--- config.mk ---
export PLATFORM = sky130hd
export DESIGN_NAME = if_id_stage_buf
export DESIGN_NICKNAME = d
export VERILOG_FILES = /design/src/rtl/pipe_pkg.sv /design/src/rtl/sat_counter.sv /design/src/rtl/if_id_stage_buf.sv
export SDC_FILE = /design/constraint.sdc
export NUM_CORES = 1
export LEC_CHECK = 0
export CAP_MARGIN = 5
export CORE_MARGIN = 8
export CORE_UTILIZATION = 35
export CTS_BUF_LIST = sky130_fd_sc_hd__clkbuf_16
export CTS_CLUSTER_DIAMETER = 80
export CTS_CLUSTER_SIZE = 25
export DETAILED_ROUTE_END_ITERATION = 12
export GPL_TIMING_DRIVEN = 0
export SETUP_SLACK_MARGIN = 0.2
export SLEW_MARGIN = 10
export SYNTH_ARGS = -nofsm -noshare
export SYNTH_HDL_FRONTEND = slang
export SYNTH_HIERARCHICAL = 1
export SYNTH_SLANG_ARGS = --single-unit
--- constraint.sdc ---
create_clock -name clk_i -period 22.1 [get_ports clk_i]
set_input_delay 6.63 -clock clk_i [delete_from_list [all_inputs] [get_ports clk_i]]
set_output_delay 6.63 -clock clk_i [all_outputs]
set_load 0.01 [all_outputs]
--- src/rtl/pipe_pkg.sv ---
// rtl/pipe_pkg.sv - shared types, constants and helpers for the IF/ID stage
package pipe_pkg;

    localparam int XLEN_DEF    = 32;
    localparam int INSTR_W_DEF = 32;

    localparam logic [31:0] NOP = 32'h0;

    typedef struct packed {
        logic [XLEN_DEF-1:0]    pc;
        logic [INSTR_W_DEF-1:0] instr;
    } if_id_entry_t;

    function automatic int clog2(input int value);
        int result;
        result = 0;
        for (int v = value - 1; v > 0; v = v >> 1) begin
            result = result + 1;
        end
        return result;
    endfunction

endpackage

--- src/rtl/sat_counter.sv ---
// rtl/sat_counter.sv - up counter that sticks at all-ones instead of wrapping
module sat_counter #(
    parameter int CNT_W = 16
) (
    input  logic             clk_i,
    input  logic             rst_n_i,
    input  logic             inc_i,
    input  logic             clr_i,
    output logic [CNT_W-1:0] cnt_o
);

    always_ff @(posedge clk_i or negedge rst_n_i) begin
        if (!rst_n_i) begin
            cnt_o <= '0;
        end else if (clr_i) begin
            cnt_o <= '0;
        end else if (inc_i && (cnt_o != {CNT_W{1'b1}})) begin
            cnt_o <= cnt_o + 1'b1;
        end
    end

endmodule

--- src/rtl/if_id_stage_buf.sv ---
// rtl/if_id_stage_buf.sv - in-order IF/ID buffer with handshakes, stall, flush and perf counters
module if_id_stage_buf
    import pipe_pkg::*;
#(
    parameter int                 XLEN      = 32,
    parameter int                 INSTR_W   = 32,
    parameter int                 DEPTH     = 2,
    parameter logic [INSTR_W-1:0] NOP_INSTR = INSTR_W'(NOP),
    parameter int                 CNT_W     = 16
) (
    input  logic                    clk_i,
    input  logic                    rst_n_i,
    input  logic                    in_valid_i,
    output logic                    in_ready_o,
    input  logic [XLEN-1:0]         pc_i,
    input  logic [INSTR_W-1:0]      instr_i,
    output logic                    out_valid_o,
    input  logic                    out_ready_i,
    output logic [XLEN-1:0]         pc_o,
    output logic [INSTR_W-1:0]      instr_o,
    input  logic                    stall_i,
    input  logic                    flush_i,
    output logic [clog2(DEPTH):0]   count_o,
    output logic [CNT_W-1:0]        stall_cnt_o,
    output logic [CNT_W-1:0]        flush_cnt_o
);

    localparam int PTR_W = clog2(DEPTH);
    localparam int OCC_W = PTR_W + 1;

    // Same layout as if_id_entry_t, sized by this instance's widths.
    typedef struct packed {
        logic [XLEN-1:0]    pc;
        logic [INSTR_W-1:0] instr;
    } entry_t;

    entry_t             mem [DEPTH];
    logic [PTR_W-1:0]   rd_ptr;
    logic [PTR_W-1:0]   wr_ptr;
    logic [OCC_W-1:0]   count;
    logic [XLEN-1:0]    last_pc;
    logic               full;
    logic               push;
    logic               pop;

    assign full        = (count == OCC_W'(DEPTH));
    assign out_valid_o = (count != '0);
    // Ready depends only on registered state and flush, never on out_ready_i.
    assign in_ready_o  = !full && !flush_i;
    assign push        = in_valid_i && in_ready_o;
    assign pop         = out_valid_o && out_ready_i && !stall_i;
    assign count_o     = count;

    assign pc_o    = out_valid_o ? mem[rd_ptr].pc    : last_pc;
    assign instr_o = out_valid_o ? mem[rd_ptr].instr : NOP_INSTR;

    // Storage carries no reset; entries are only read while counted valid.
    always_ff @(posedge clk_i) begin
        if (push) begin
            mem[wr_ptr] <= '{pc: pc_i, instr: instr_i};
        end
    end

    always_ff @(posedge clk_i or negedge rst_n_i) begin
        if (!rst_n_i) begin
            rd_ptr  <= '0;
            wr_ptr  <= '0;
            count   <= '0;
            last_pc <= '0;
        end else if (flush_i) begin
            rd_ptr  <= '0;
            wr_ptr  <= '0;
            count   <= '0;
            last_pc <= pc_i;
        end else begin
            if (push) begin
                wr_ptr <= wr_ptr + 1'b1;
            end
            if (pop) begin
                rd_ptr  <= rd_ptr + 1'b1;
                last_pc <= mem[rd_ptr].pc;
            end
            case ({push, pop})
                2'b10:   count <= count + 1'b1;
                2'b01:   count <= count - 1'b1;
                default: count <= count;
            endcase
        end
    end

    sat_counter #(.CNT_W(CNT_W)) u_stall_cnt (
        .clk_i   (clk_i),
        .rst_n_i (rst_n_i),
        .inc_i   (stall_i && out_valid_o),
        .clr_i   (1'b0),
        .cnt_o   (stall_cnt_o)
    );

    sat_counter #(.CNT_W(CNT_W)) u_flush_cnt (
        .clk_i   (clk_i),
        .rst_n_i (rst_n_i),
        .inc_i   (flush_i),
        .clr_i   (1'b0),
        .cnt_o   (flush_cnt_o)
    );

endmodule

==> impl_metrics.ini, run 1 <==
[timing]
min_period_over_period_pct = 66.4
rsz0062_at_grt = no
fin_skew_ns = 0.0183
setup_ws_ns = 7.42
setup_viol = 0
tightest_slew_ns = 0.626
fmax_mhz = 68.1
slew_viol_final = 0
min_period_ns = 14.68
finalHoldViolCount = 0
fin_setup_tns_ns = 0
maxSlewHeadroom_pct = 58.3

[yosys]
synth_area_sq_um = 8730
async_flop_share_pct = 34.7
ys_types = 43
synth_most_common_cell = edfxtp_1
synth.top_cell.area_share_pct = 44.0
synth_flop_cell = edfxtp_1
syn_avg_cell_area_sq_um = 12.9
synth_edf_count = 128
yosys.area.top_type = edfxtp_1
yosys-top-cells-count = edfxtp_1 (128), nor2_1 (74), dfrtp_1 (68)
yosysWarnings = 6
syn_inst = 675
synth-seq-cells = 196
synth.area.top_cells = edfxtp_1 (44%), dfrtp_1 (19%), mux2i_1 (7.5%)
synth-seq-area-share_pct = 63.5

[clock_tree]
cts-root-buf = clkbuf_16
cts_resized = 0
cts_buffers = 17
clock-sinks = 196
cts_buffer_depth = 2
cts_max_level = 4
cts_tree = done
cts_setup_buffers = 0
hold_buffers = 0
cts.clk_slew.worst_paths_ns = 0.08
insertion_delay_ns = 0.44

[worst_hold_path]
min_from = last_pc[14]
holdPathEnd = last_pc[14]
hold_class = flop to flop
hold_depth = 2

[global_route]
grt_use_total_pct = 15.1
grt_pass1_wl_mm = 35.9
grt_max_degree = 53
gr-total-overflow = 0
grt_pass1_vias = 6250
grt_antenna_before_repair = 1

[power]
power_density_nw_per_um2 = 74.2
leakage_nw = 4.19
peakVddDrop_mv = 0.0454

[drt]
wl_mm = 22.4
final_antenna_net_count = 0
vias_per_cell = 4.89
post_drt_wl_per_cell_um = 18.3
drtIter0Drc = 340
drcViolationCount = 0
dr.pass1.iters = 4
vias = 5981

[critical_path]
regToRegSetupSlack_ns = 19.39
arrival_ns = 8.05
regToRegEndpoint = u_stall_cnt/cnt_o[1]
worstRegToRegCells = 10
critPathMaxFanout = 9
r2r-start = count_o[0]
critPathRequiredTime_ns = 15.47
crit_type = input pin to output port
worstSetupStartpointType = input pin
critPathCaptureType = output port

[die]
fp.coreArea_sq_um = 24800
die_width_um = 174
die_area_sq_um = 30300
io_pins = 170
die_h_um = 174
core.rowCount = 58
start_util_pct = 35.2

[placed_design]
dp_hpwl_mm = 15.7
numPortBuffers = 169
place_congestion = 0.796
place_inst = 1190
place_ws_ns = 7.38

[finish]
fillers = 2256
area_growth_syn_to_layout_pct = 32.9
drive_gt1_share_pct = 13.6
nets = 951
final_cells = 1223

[job]
drv_cap = 0

[run_status]
status = completed
## per-stage QoR
step | total power [mW] | util [%] | instance area, sq um | hold slack, ns
global route | 0.899 | 46.8 | 11600 | 0.549
finish | 0.861 | 46.8 | 11600 | 0.537
floorplan | 0.482 | - | 8740 | 0.504
global placement | 0.553 | 43.7 | 10800 | 0.514
CTS | 0.872 | 46.7 | 11600 | 0.540
detailed placement | 0.554 | 44.3 | 11000 | 0.521
## cell families (layout without fill, tap and decap cells)
group / Yosys count / count (layout) / share of synthesized area (%)
buf+inv: 81 / 295 / 4.43
simple gates: 202 / 202 / 12.0
mux: 73 / 73 / 8.48
other cells: 1 / 5 / 0.0429
compound gates: 120 / 120 / 11.3
fa+ha+maj: 2 / 2 / 0.287
flops: 196 / 196 / 63.5
## cell type report
type	count	area [sq um]	share of cell area [%]
Clock buffer	17	425	3.67
Timing Repair Buffer	182	1820	15.7
Buffer	41	236	2.04
Inverter	40	150	1.29
Multi-Input combinational cell	401	2820	24.3
Antenna cell	1	2.50	0.0216
Tap cell	330	413	3.56
Clock inverter	15	190	1.64
Sequential cell	196	5550	47.8
## worst max-delay path by stage
stage	start	endpoint	slack [ns]	cells after the start
finish	flush_i	in_ready_o	7.42	3
global route	flush_i	in_ready_o	7.35	3
floorplan	flush_i	mem[0][0]	8.48	2
global placement	flush_i	mem[0][30]	2.93	3
CTS	flush_i	in_ready_o	7.38	3
detailed placement	flush_i	in_ready_o	7.38	3
## state kept, by name, indices dropped and copies added (netlist names)
signal             flops
last_pc               32
count_o                2
rd_ptr                 1
u_stall_cnt/cnt_o     16
mem                  128
u_flush_cnt/cnt_o     16
wr_ptr                 1
## cell usage in the layout (no fill, tap or decap), types with 8 or more instances in the layout
cell type        count
a21oi_1             56
buf_2               15
buf_4               13
clkbuf_1            17
clkbuf_16           17
clkdlybuf4s50_1    168
dfrtp_1             68
edfxtp_1           128
inv_1               40
mux2_1               8
mux2i_1             65
nand2_1             46
nand4_1             12
nor2_1              74
nor2b_1             10
nor4_1               8
o221ai_2            30
o31ai_1             14
or4_1               10
## power breakdown
part	switching (mW)	internal (mW)	leakage [nW]
Combinational	0.0684	0.0614	1.83
Clock	0.161	0.156	0.300
Sequential	0.00624	0.408	2.06
## critical path, stage by stage
cell and delay, ns:
clkdlybuf4s50_1 0.60, nor2_1 0.23, clkdlybuf4s50_1 0.59
## layer usage
layer	vias to the layer above	wire length [um]	track usage [%]
met5	-	0	0
met4	0	289	4.77
met3	15	755	2.71
met2	114	11500	25.7
met1	2934	9850	19.3
li1	2918	-	-
(Power assumes the default switching activity.)
==> run 2: changes to the inputs <==
==> constraint.sdc (replaced) <==
create_clock -name clk_i -period 12.9 [get_ports clk_i]
set_input_delay 3.87 -clock clk_i [delete_from_list [all_inputs] [get_ports clk_i]]
set_output_delay 3.87 -clock clk_i [all_outputs]
set_load 0.01 [all_outputs]
==> results of run 2 <==
Same layout as run 1 (identical final DEF). Status: completed.
Among the figures that moved: setup slack after placement 7.38 ns -> 3.70 ns; setup slack after layout 7.42 ns -> 3.74 ns; register-to-register setup slack 19.39 ns -> 10.19 ns; total power 0.861 mW -> 1.47 mW; worst IR drop on VDD 0.0454 mV -> 0.0779 mV
==> run 3: changes to the inputs <==
==> constraint.sdc (replaced) <==
create_clock -name clk_i -period 9.4 [get_ports clk_i]
set_input_delay 2.82 -clock clk_i [delete_from_list [all_inputs] [get_ports clk_i]]
set_output_delay 2.82 -clock clk_i [all_outputs]
set_load 0.01 [all_outputs]
==> impl_metrics.ini, run 3 (synthesized netlist as in run 1, its figures left out) <==
[drt]
wirelength_met1_mm = 9.62
drcViolationCount = 0
post_drt_wl_per_cell_um = 18.2
vias = 6016
vias_per_cell = 4.94
dr_wl_met3_um = 922
dr.pass1.iters = 6
wl_mm = 22.2
final_antenna_net_count = 0
drtIter0Drc = 408
highest_layer = met5
wl_met2_mm = 11.1

[critical_path]
worstSetupStartpointType = input pin
arrival_ns = 4.26
crit_type = input pin to output port
critPathMaxFanout = 9
critPathRequiredTime_ns = 6.58
critPathCaptureType = output port

[power]
pwr-share-clk_pct = 36.4
switching_share_pct = 27.1
switchingPower_mw = 0.546
power_density_nw_per_um2 = 174
p_int_mw = 1.47
p_comb_share_pct = 15.2
leakage_nw = 4.17
peakVddDrop_mv = 0.109
p_seq_share_pct = 48.4

[finish]
area_growth_syn_to_layout_pct = 32.8
final_cell_mix = clkdlybuf4s50_1 (168), edfxtp_1 (128), nor2_1 (74)
nets = 946
diodes = 0
stdcell_area_sq_um = 11600
regMostFlops = mem
drive_gt1_share_pct = 13.0
final_common_cell = clkdlybuf4s50_1
top_regs = mem x128, last_pc x32
largest_reg_flops = 128

[timing]
tightest_slew_ns = 0.808
setup_ws_ns = 2.32
maxSlewHeadroom_pct = 45.7
setup_viol = 0
fmax_mhz = 141
fin_skew_ns = 0.0121
min_period_over_period_pct = 75.3
finalHoldViolCount = 0
min_period_ns = 7.08
slew_viol_final = 0
rsz0062_at_grt = no

[clock_tree]
insertion_delay_ns = 0.44
cts-root-buf = clkbuf_16
cts_buffers = 17
cts.clk_slew.worst_paths_ns = 0.07
cts_max_level = 4
cts_setup_buffers = 0
clock-sinks = 196
hold_buffers = 0
cts_resized = 0
cts_tree = done
cts_buffer_depth = 2

[job]
drv_cap = 0

[global_route]
gr-total-overflow = 0
grt_pass1_wl_mm = 35.5
grt_antenna_before_repair = 1
grt_max_degree = 49
grt_pass1_vias = 6178
grt_use_total_pct = 14.8

[die]
die_width_um = 174
die_h_um = 174
die_area_sq_um = 30300
core.rowCount = 58
start_util_pct = 35.2
fp.coreArea_sq_um = 24800
io_pins = 170

[run_status]
status = completed

[worst_hold_path]
hold_class = flop to flop

[placed_design]
place_congestion = 0.790
dp_hpwl_mm = 15.8
numPortBuffers = 169
placed_area_sq_um = 11000
place_ws_ns = 2.31
-- run 3: power by group through the flow --
stage / Clock (mW) / Sequential [mW] / Combinational (mW)
after global routing: 0.784 / 0.979 / 0.335
after CTS: 0.749 / 0.975 / 0.311
final: 0.732 / 0.975 / 0.305
after floorplan: 0 / 0.993 / 0.140
after detailed placement: 0 / 0.994 / 0.309
after global placement: 0 / 0.996 / 0.300
-- run 3: routing by layer --
layer / up-vias / GRT usage [%]
met5: - / 0
met4: 2 / 5.49
met3: 29 / 3.43
met2: 132 / 24.5
met1: 2950 / 18.6
li1: 2903 / -
-- run 3: layout make-up --
| cell class | instances | area [sq um] |
|---|---|---|
| fillers | 2260 | 13200 |
| inverters | 40 | 150 |
| clock buffers | 17 | 425 |
| flip-flops and latches | 196 | 5550 |
| repair buffers | 177 | 1810 |
| multi-input cells | 401 | 2830 |
| clock inverters | 15 | 184 |
| plain buffers | 41 | 236 |
| well taps | 330 | 413 |
-- run 3: final timing paths --
| path | slack, ns | cells after the start | start | endpoint |
|---|---|---|---|---|
| worst max-delay path | 2.32 | 3 | flush_i | in_ready_o |
| min in group asynchronous | 2.37 | 1 | rst_n_i | u_flush_cnt/cnt_o[12] |
| worst max register to register | 6.66 | 10 | count_o[0] | u_stall_cnt/cnt_o[10] |
| worst min-delay path | 0.53 | 2 | last_pc[30] | last_pc[30] |
| worst min register to register | 0.53 | 2 | last_pc[30] | last_pc[30] |
| max in group asynchronous | 6.45 | 2 | rst_n_i | last_pc[24] |
-- run 3: metrics by stage --
| step | instances | setup TNS, ns | total power, mW | utilization, % | hold slack (ns) |
|---|---|---|---|---|---|
| 6_report | 1217 | 0 | 2.01 | 46.7 | 0.534 |
| 5_1_grt | 1217 | 0 | 2.10 | 46.7 | 0.553 |
| 4_1_cts | 1217 | 0 | 2.03 | 46.7 | 0.538 |
| 3_5_place_dp | 1185 | 0 | 1.30 | 44.3 | 0.519 |
| 3_3_place_gp | 1177 | -75.93 | 1.30 | 43.7 | 0.513 |
| 2_1_floorplan | 678 | 0 | 1.13 | - | 0.504 |
-- run 3: critical path, stage by stage --
cell	delay, ns
clkdlybuf4s50_1	0.61
nor2_1	0.22
clkdlybuf4s50_1	0.60
